**src/rtl/vga_sprite_pkg.sv**
```systemverilog
// rtl/vga_sprite_pkg.sv - shared types and register map for the sprite attribute table
package vga_sprite_pkg;

  localparam int SPRITE_W = 24;
  localparam int ADDR_W   = 5;
  localparam int DATA_W   = 32;

  localparam logic [ADDR_W-1:0] ADDR_CTRL = 5'd20;
  localparam logic [ADDR_W-1:0] ADDR_FCNT = 5'd21;

  localparam int CTRL_COMMIT_BIT = 0;
  localparam int CTRL_IRQCLR_BIT = 1;

  typedef struct packed {
    logic       en;
    logic [3:0] rom_id;
    logic [8:0] y;
    logic [9:0] x;
  } sprite_attr_t;

  typedef enum logic {
    ST_IDLE  = 1'b0,
    ST_ARMED = 1'b1
  } commit_state_e;

endpackage

```
**src/rtl/sprite_attr_table_if.sv**
```systemverilog
// rtl/sprite_attr_table_if.sv - Avalon-MM slave register bus bundle
interface sprite_attr_table_if;
  import vga_sprite_pkg::*;

  logic              chipselect;
  logic              write;
  logic              read;
  logic [ADDR_W-1:0] address;
  logic [DATA_W-1:0] writedata;
  logic [DATA_W-1:0] readdata;

  modport master (
    output chipselect, write, read, address, writedata,
    input  readdata
  );

  modport slave (
    input  chipselect, write, read, address, writedata,
    output readdata
  );

endinterface

```
**src/rtl/vblank_sync.sv**
```systemverilog
// rtl/vblank_sync.sv - multi-flop synchronizer with registered rising-edge pulse
module vblank_sync #(
  parameter int SYNC_STAGES = 2
) (
  input  logic clk,
  input  logic reset_n,
  input  logic async_in,
  output logic rise
);

  logic [SYNC_STAGES-1:0] sync_q;
  logic                   last_q;
  logic                   rise_q;
  logic                   rise_d;

  // The pulse is registered so it lands SYNC_STAGES+1 cycles after the input edge
  assign rise_d = sync_q[SYNC_STAGES-1] & ~last_q;

  // Shift the asynchronous level through the synchronizer and track its previous value
  always_ff @(posedge clk or negedge reset_n) begin
    if (!reset_n) begin
      sync_q <= '0;
      last_q <= 1'b0;
      rise_q <= 1'b0;
    end else begin
      sync_q <= {sync_q[SYNC_STAGES-2:0], async_in};
      last_q <= sync_q[SYNC_STAGES-1];
      rise_q <= rise_d;
    end
  end

  assign rise = rise_q;

endmodule

```
**src/rtl/sprite_attr_table.sv**
```systemverilog
// rtl/sprite_attr_table.sv - double-buffered sprite attribute table committed on vertical blank
module sprite_attr_table
  import vga_sprite_pkg::*;
#(
  parameter int NUM_SPRITES = 20,
  parameter int ENTRY_W     = 24,
  parameter int OUT_W       = 512,
  parameter int SYNC_STAGES = 2
) (
  input  logic                    clk,
  input  logic                    reset_n,
  sprite_attr_table_if.slave      avs,
  input  logic                    vblank,
  output logic [OUT_W-1:0]        gl_output,
  output logic                    irq
);

  sprite_attr_t      shadow_q [NUM_SPRITES];
  sprite_attr_t      active_q [NUM_SPRITES];
  commit_state_e     state_q, state_d;
  logic              irq_q, irq_d;
  logic [31:0]       fcnt_q;
  logic [DATA_W-1:0] readdata_q, rdata_d;
  logic              vb_rise;
  logic              wr_en, rd_en;
  logic              commit_wr, irqclr_wr;
  logic              copy_en;
  logic [7:0]        unused_wdata_hi;

  vblank_sync #(
    .SYNC_STAGES (SYNC_STAGES)
  ) u_vblank_sync (
    .clk      (clk),
    .reset_n  (reset_n),
    .async_in (vblank),
    .rise     (vb_rise)
  );

  assign wr_en     = avs.chipselect & avs.write;
  assign rd_en     = avs.chipselect & avs.read;
  assign commit_wr = wr_en && (avs.address == ADDR_CTRL) && avs.writedata[CTRL_COMMIT_BIT];
  assign irqclr_wr = wr_en && (avs.address == ADDR_CTRL) && avs.writedata[CTRL_IRQCLR_BIT];
  assign unused_wdata_hi = avs.writedata[31:24];

  // Commit FSM next state; a commit write landing in the copy cycle re-arms for the next frame
  always_comb begin
    state_d = state_q;
    copy_en = 1'b0;
    unique case (state_q)
      ST_IDLE: begin
        if (commit_wr) state_d = ST_ARMED;
      end
      ST_ARMED: begin
        if (vb_rise) begin
          copy_en = 1'b1;
          state_d = commit_wr ? ST_ARMED : ST_IDLE;
        end
      end
      default: state_d = ST_IDLE;
    endcase
  end

  // Interrupt set has priority over a software clear in the same cycle
  always_comb begin
    irq_d = irq_q;
    if (copy_en)        irq_d = 1'b1;
    else if (irqclr_wr) irq_d = 1'b0;
  end

  // Control state, interrupt and frame counter
  always_ff @(posedge clk or negedge reset_n) begin
    if (!reset_n) begin
      state_q <= ST_IDLE;
      irq_q   <= 1'b0;
      fcnt_q  <= '0;
    end else begin
      state_q <= state_d;
      irq_q   <= irq_d;
      if (vb_rise) fcnt_q <= fcnt_q + 32'd1;
    end
  end

  // Shadow and active banks; the copy samples shadow before any same-cycle write lands
  always_ff @(posedge clk or negedge reset_n) begin
    if (!reset_n) begin
      for (int i = 0; i < NUM_SPRITES; i++) begin
        shadow_q[i] <= '0;
        active_q[i] <= '0;
      end
    end else begin
      for (int i = 0; i < NUM_SPRITES; i++) begin
        if (wr_en && (avs.address == ADDR_W'(i))) shadow_q[i] <= sprite_attr_t'(avs.writedata[SPRITE_W-1:0]);
        if (copy_en) active_q[i] <= shadow_q[i];
      end
    end
  end

  // Read mux; unmapped addresses return zero
  always_comb begin
    rdata_d = '0;
    for (int i = 0; i < NUM_SPRITES; i++) begin
      if (avs.address == ADDR_W'(i)) rdata_d = {8'h00, shadow_q[i]};
    end
    if (avs.address == ADDR_CTRL) rdata_d = {29'h0, irq_q, (state_q == ST_ARMED), 1'b0};
    if (avs.address == ADDR_FCNT) rdata_d = fcnt_q;
  end

  // Registered read data, held between reads
  always_ff @(posedge clk or negedge reset_n) begin
    if (!reset_n) readdata_q <= '0;
    else if (rd_en) readdata_q <= rdata_d;
  end

  // Pack the active bank onto the display bus, unused upper bits zero
  always_comb begin
    gl_output = '0;
    for (int i = 0; i < NUM_SPRITES; i++) begin
      gl_output[i*ENTRY_W +: ENTRY_W] = active_q[i];
    end
  end

  assign avs.readdata = readdata_q;
  assign irq          = irq_q;

endmodule

```
**src/flat_wrapper.sv**
```systemverilog
// flat-port wrapper written by rule: the top's interface ports become plain ports
module sprite_attr_table_flat import vga_sprite_pkg::*;
#(
  parameter int NUM_SPRITES = 20,
  parameter int ENTRY_W     = 24,
  parameter int OUT_W       = 512,
  parameter int SYNC_STAGES = 2
)
  (clk, reset_n, vblank, gl_output, irq, avs_chipselect, avs_write, avs_read, avs_address, avs_writedata, avs_readdata);
  sprite_attr_table_if avs_i ();
  input  logic clk;
  input  logic reset_n;
  input  logic vblank;
  output logic [OUT_W-1:0] gl_output;
  output logic irq;
  input wire logic [$bits(avs_i.chipselect)-1:0] avs_chipselect;
  input wire logic [$bits(avs_i.write)-1:0] avs_write;
  input wire logic [$bits(avs_i.read)-1:0] avs_read;
  input wire logic [$bits(avs_i.address)-1:0] avs_address;
  input wire logic [$bits(avs_i.writedata)-1:0] avs_writedata;
  output wire logic [$bits(avs_i.readdata)-1:0] avs_readdata;
  assign avs_i.chipselect = avs_chipselect;
  assign avs_i.write = avs_write;
  assign avs_i.read = avs_read;
  assign avs_i.address = avs_address;
  assign avs_i.writedata = avs_writedata;
  assign avs_readdata = avs_i.readdata;
  sprite_attr_table #(.NUM_SPRITES(NUM_SPRITES), .ENTRY_W(ENTRY_W), .OUT_W(OUT_W), .SYNC_STAGES(SYNC_STAGES)) u_core (.clk(clk), .reset_n(reset_n), .avs(avs_i), .vblank(vblank), .gl_output(gl_output), .irq(irq));
endmodule
```
**config.mk**
```make
export PLATFORM = sky130hd
export DESIGN_NAME = sprite_attr_table_flat
export DESIGN_NICKNAME = d
export VERILOG_FILES = /design/src/rtl/vga_sprite_pkg.sv /design/src/rtl/sprite_attr_table_if.sv /design/src/rtl/vblank_sync.sv /design/src/rtl/sprite_attr_table.sv /design/src/flat_wrapper.sv
export SDC_FILE = /design/constraint.sdc
export NUM_CORES = 1
export LEC_CHECK = 0
export ABC_CLOCK_PERIOD_IN_PS = 2360
export CAP_MARGIN = 20
export CORE_ASPECT_RATIO = 0.6
export CORE_MARGIN = 3
export CORE_UTILIZATION = 30
export CTS_CLUSTER_DIAMETER = 100
export DETAILED_ROUTE_END_ITERATION = 8
export PLACE_DENSITY = 0.6
export SLEW_MARGIN = 10
export SYNTH_ARGS = -nofsm -noshare
export SYNTH_HDL_FRONTEND = slang
export SYNTH_SLANG_ARGS = --single-unit
```
**constraint.sdc**
```tcl
create_clock -name clk -period 2.36 [get_ports clk]
set_input_delay 0.472 -clock clk [delete_from_list [all_inputs] [get_ports clk]]
set_output_delay 0.472 -clock clk [all_outputs]
set_load 0.02 [all_outputs]
```
==> flow_metrics.env <==
export IMPL_syn2layout_area_growth_pct=32.00
export IMPL_worst_skew_pair_late_latency_ps=740
export IMPL_ys_seq_elements=1030
export IMPL_cap_violations=0
export IMPL_grt_pass1_vias=31220
export IMPL_synthTopCellsByArea="dfrtp_1 59%, mux2_2 24%, nand2_1 1.2%, buf_4 1.1%, o21ai_0 1.1%"
export IMPL_rows=108
export IMPL_yosysTopAreaCellShare=0.5864
export IMPL_critPathTopFamily="buffers and inverters"
export IMPL_grtUsageTotal=0.2300
export IMPL_dp_cells=5788
export IMPL_crit_chain="clkdlybuf4s50_1"
export IMPL_period_share=0.9851
export IMPL_gp_congestion=0.9275
export IMPL_synth_top_area_cell="dfrtp_1"
export IMPL_design_core_area_um2=145000
export IMPL_clk_path_buf_depth=3
export IMPL_min_period_ps=2325
export IMPL_fin_util=0.4002
export IMPL_yosysUniqueCellTypes=93
export IMPL_drc=0
export IMPL_min_path_type="in2reg"
export IMPL_max_slew_margin_rel=0.4012
export IMPL_antenna_found_initial=11
export IMPL_outcome="complete, no violations"
export IMPL_r2r_start="u_core.shadow_q[472]"
export IMPL_syn_area_um2=43950
export IMPL_synth_edff_count=0
export IMPL_grt_setup_unrepaired="no"
export IMPL_start_util=0.3031
export IMPL_routed_wirelength_um=177300
export IMPL_numPortBuffers=547
export IMPL_cts_setup_buffers=0
export IMPL_fin_ws_ps=35.23
export IMPL_slowest_delay_ps=770
export IMPL_die_y_um=302.5
export IMPL_drt_iter0_drc=2583
export IMPL_crit_type="reg2out"
export IMPL_worst_slew_pin_slew_ps=894.9
export IMPL_finalNonFillerCells=5983
export IMPL_clk_pin_slew_ps=70
export IMPL_cts_root_buf="clkbuf_16"
export IMPL_hold_violations=0
export IMPL_slew_violations=0
export IMPL_wire_per_inst_um=29.63
export IMPL_leakage_nw=27.36
export IMPL_cp_slowest_cell="clkdlybuf4s50_1"
export IMPL_grt_pass1_wl_um=247500
export IMPL_drt_first_pass_iters=6
export IMPL_power_density_nw_per_um2=772.7
export IMPL_ys_seq_area_frac=0.5864
export IMPL_yosys_warnings=0
export IMPL_place_ws_ps=-452.1
export IMPL_critPathArrivalTime_ps=1850
export IMPL_syn_inst=3170
export IMPL_cts_tree="built"
export IMPL_required_ps=1890
export IMPL_vias_per_cell=5.150
export IMPL_drive_gt1_frac=0.3877
export IMPL_cts_made_buffers=103
export IMPL_ir_drop_mv=0.5692
export IMPL_max_freq_mhz=430.2
export IMPL_cp_end_kind="output port"
export IMPL_die_w_um=500.2
export IMPL_critPathMaxFanout=2
export IMPL_skew_ps=35.43
export IMPL_synthFlopType="dfrtp_1"
export IMPL_fin_setup_tns_ps=0
export IMPL_avgSynthCellArea_um2=13.87
export IMPL_cp_startpoint="u_core.gl_output[193]"
export IMPL_ys_async_sr_fraction=1.000
export IMPL_crit_path_start_kind="flop"
export IMPL_final_setup_viol_count=0
export IMPL_die_area_um2=151300
export IMPL_ant_nets=0
export IMPL_grt_max_degree=91
export IMPL_htreeDepth=3
export IMPL_netlist_top_cells_count="1030 x dfrtp_1, 927 x mux2_2, 141 x nand2_1"
export IMPL_overflow=0
export IMPL_yosysMostFrequentCell="dfrtp_1"
export IMPL_final_nets=4013
export IMPL_dp_hpwl_um=134400
export IMPL_vias=30820
export IMPL_min_from="vblank"
export IMPL_path_buf_inv=1
export IMPL_cts_sinks=1030
export IMPL_ioPinCount=588
-- cell families (layout without fill, tap and decap cells) --
group / after synthesis / after routing / synth area share
XOR/XNOR: 31 / 31 / 0.006177
adder cells (fa/ha/maj): 1 / 1 / 0.0002846
multiplexers: 1002 / 1002 / 0.2599
buffers and inverters: 285 / 1139 / 0.03467
other: 1 / 35 / 0.00008532
AO/OA/AOI/OAI: 408 / 408 / 0.06285
flip-flops: 1030 / 1030 / 0.5864
AND/OR/NAND/NOR: 412 / 412 / 0.04962
-- per-layer routing --
layer	vias to the layer above	global-route usage	routed length [µm]
li1	13060	-	-
met1	16360	0.3173	78570
met2	1179	0.3383	76470
met3	215	0.08243	16940
met4	2	0.06850	5264
met5	-	0	7
-- metrics by stage --
step	cell area, µm²	total power, mW	hold slack [ps]
floorplan	44070	23.49	176.4
global placement	54400	27.23	359.2
detailed placement	54400	27.36	371.1
CTS	58000	45.22	138.5
global route	58020	46.47	169.9
finish	58020	44.83	199.9
-- power by group --
part | total [mW] | leakage (nW) | switching [mW] | internal [mW]
Clock | 17.8 | 1.77 | 7.62 | 10.2
Sequential | 21.1 | 13.9 | 1.82 | 19.3
Combinational | 5.90 | 11.7 | 3.12 | 2.79
Total | 44.8 | 27.4 | 12.6 | 32.3
-- state kept, by name (all words and copies together), names as in the netlist --
name / count
u_core.gl_output: 480
u_core.shadow_q: 480
u_core.avs.readdata: 32
u_core.fcnt_q: 32
u_core.u_vblank_sync.sync_q: 2
u_core.irq: 1
u_core.state_q: 1
u_core.u_vblank_sync.last_q: 1
u_core.u_vblank_sync.rise: 1
-- cell type report --
type,instances,area (µm²)
Antenna cell,3,7.507
Clock buffer,146,3062
Clock inverter,45,568.0
Fill cell,13710,86970
Inverter,16,60.06
Multi-Input combinational cell,1886,16810
Sequential cell,1030,25770
Tap cell,1925,2409
Timing Repair Buffer,932,9330
-- worst paths after layout --
kind	to	slack (ps)	cells past startpoint
setup / recovery	gl_output[193]	40	1
hold / removal	u_core.u_vblank_sync.sync_q[0]	200	1
setup reg to reg	u_core.avs.readdata[16]	100	6
hold reg to reg	u_core.u_vblank_sync.last_q	400	0
max in group asynchronous	u_core.shadow_q[383]	1110	4
min in group asynchronous	u_core.shadow_q[305]	300	2
-- placed cells by master, fill, tap and decap left out, drive strengths merged, types with 8 or more instances in the layout --
master / instances
nand4: 11
a22oi: 40
nand2b: 15
nand2: 144
a21oi: 85
conb: 32
a31oi: 13
o221ai: 16
o21ai: 106
nor4: 9
dfrtp: 1030
inv: 20
a22o: 13
a221oi: 21
and2: 9
xor2: 8
xnor2: 23
o32ai: 9
o22ai: 16
clkdlybuf4s50: 501
nand3: 35
nor2b: 13
clkinv: 21
o211ai: 13
bufinv: 10
mux4: 16
and3: 19
nor2: 102
clkbuf: 146
buf: 390
nor3: 19
mux2: 954
dlygate4sd2: 34
mux2i: 32
clkinvlp: 10
-- timing repair --
action	CTS	global route
hold endpoints to repair	11	0
setup endpoints to repair	34	7
pin swaps	0	0
resized for setup	34	7
hold buffers	1	0
Note: power is estimated with default switching activity, not from simulation.
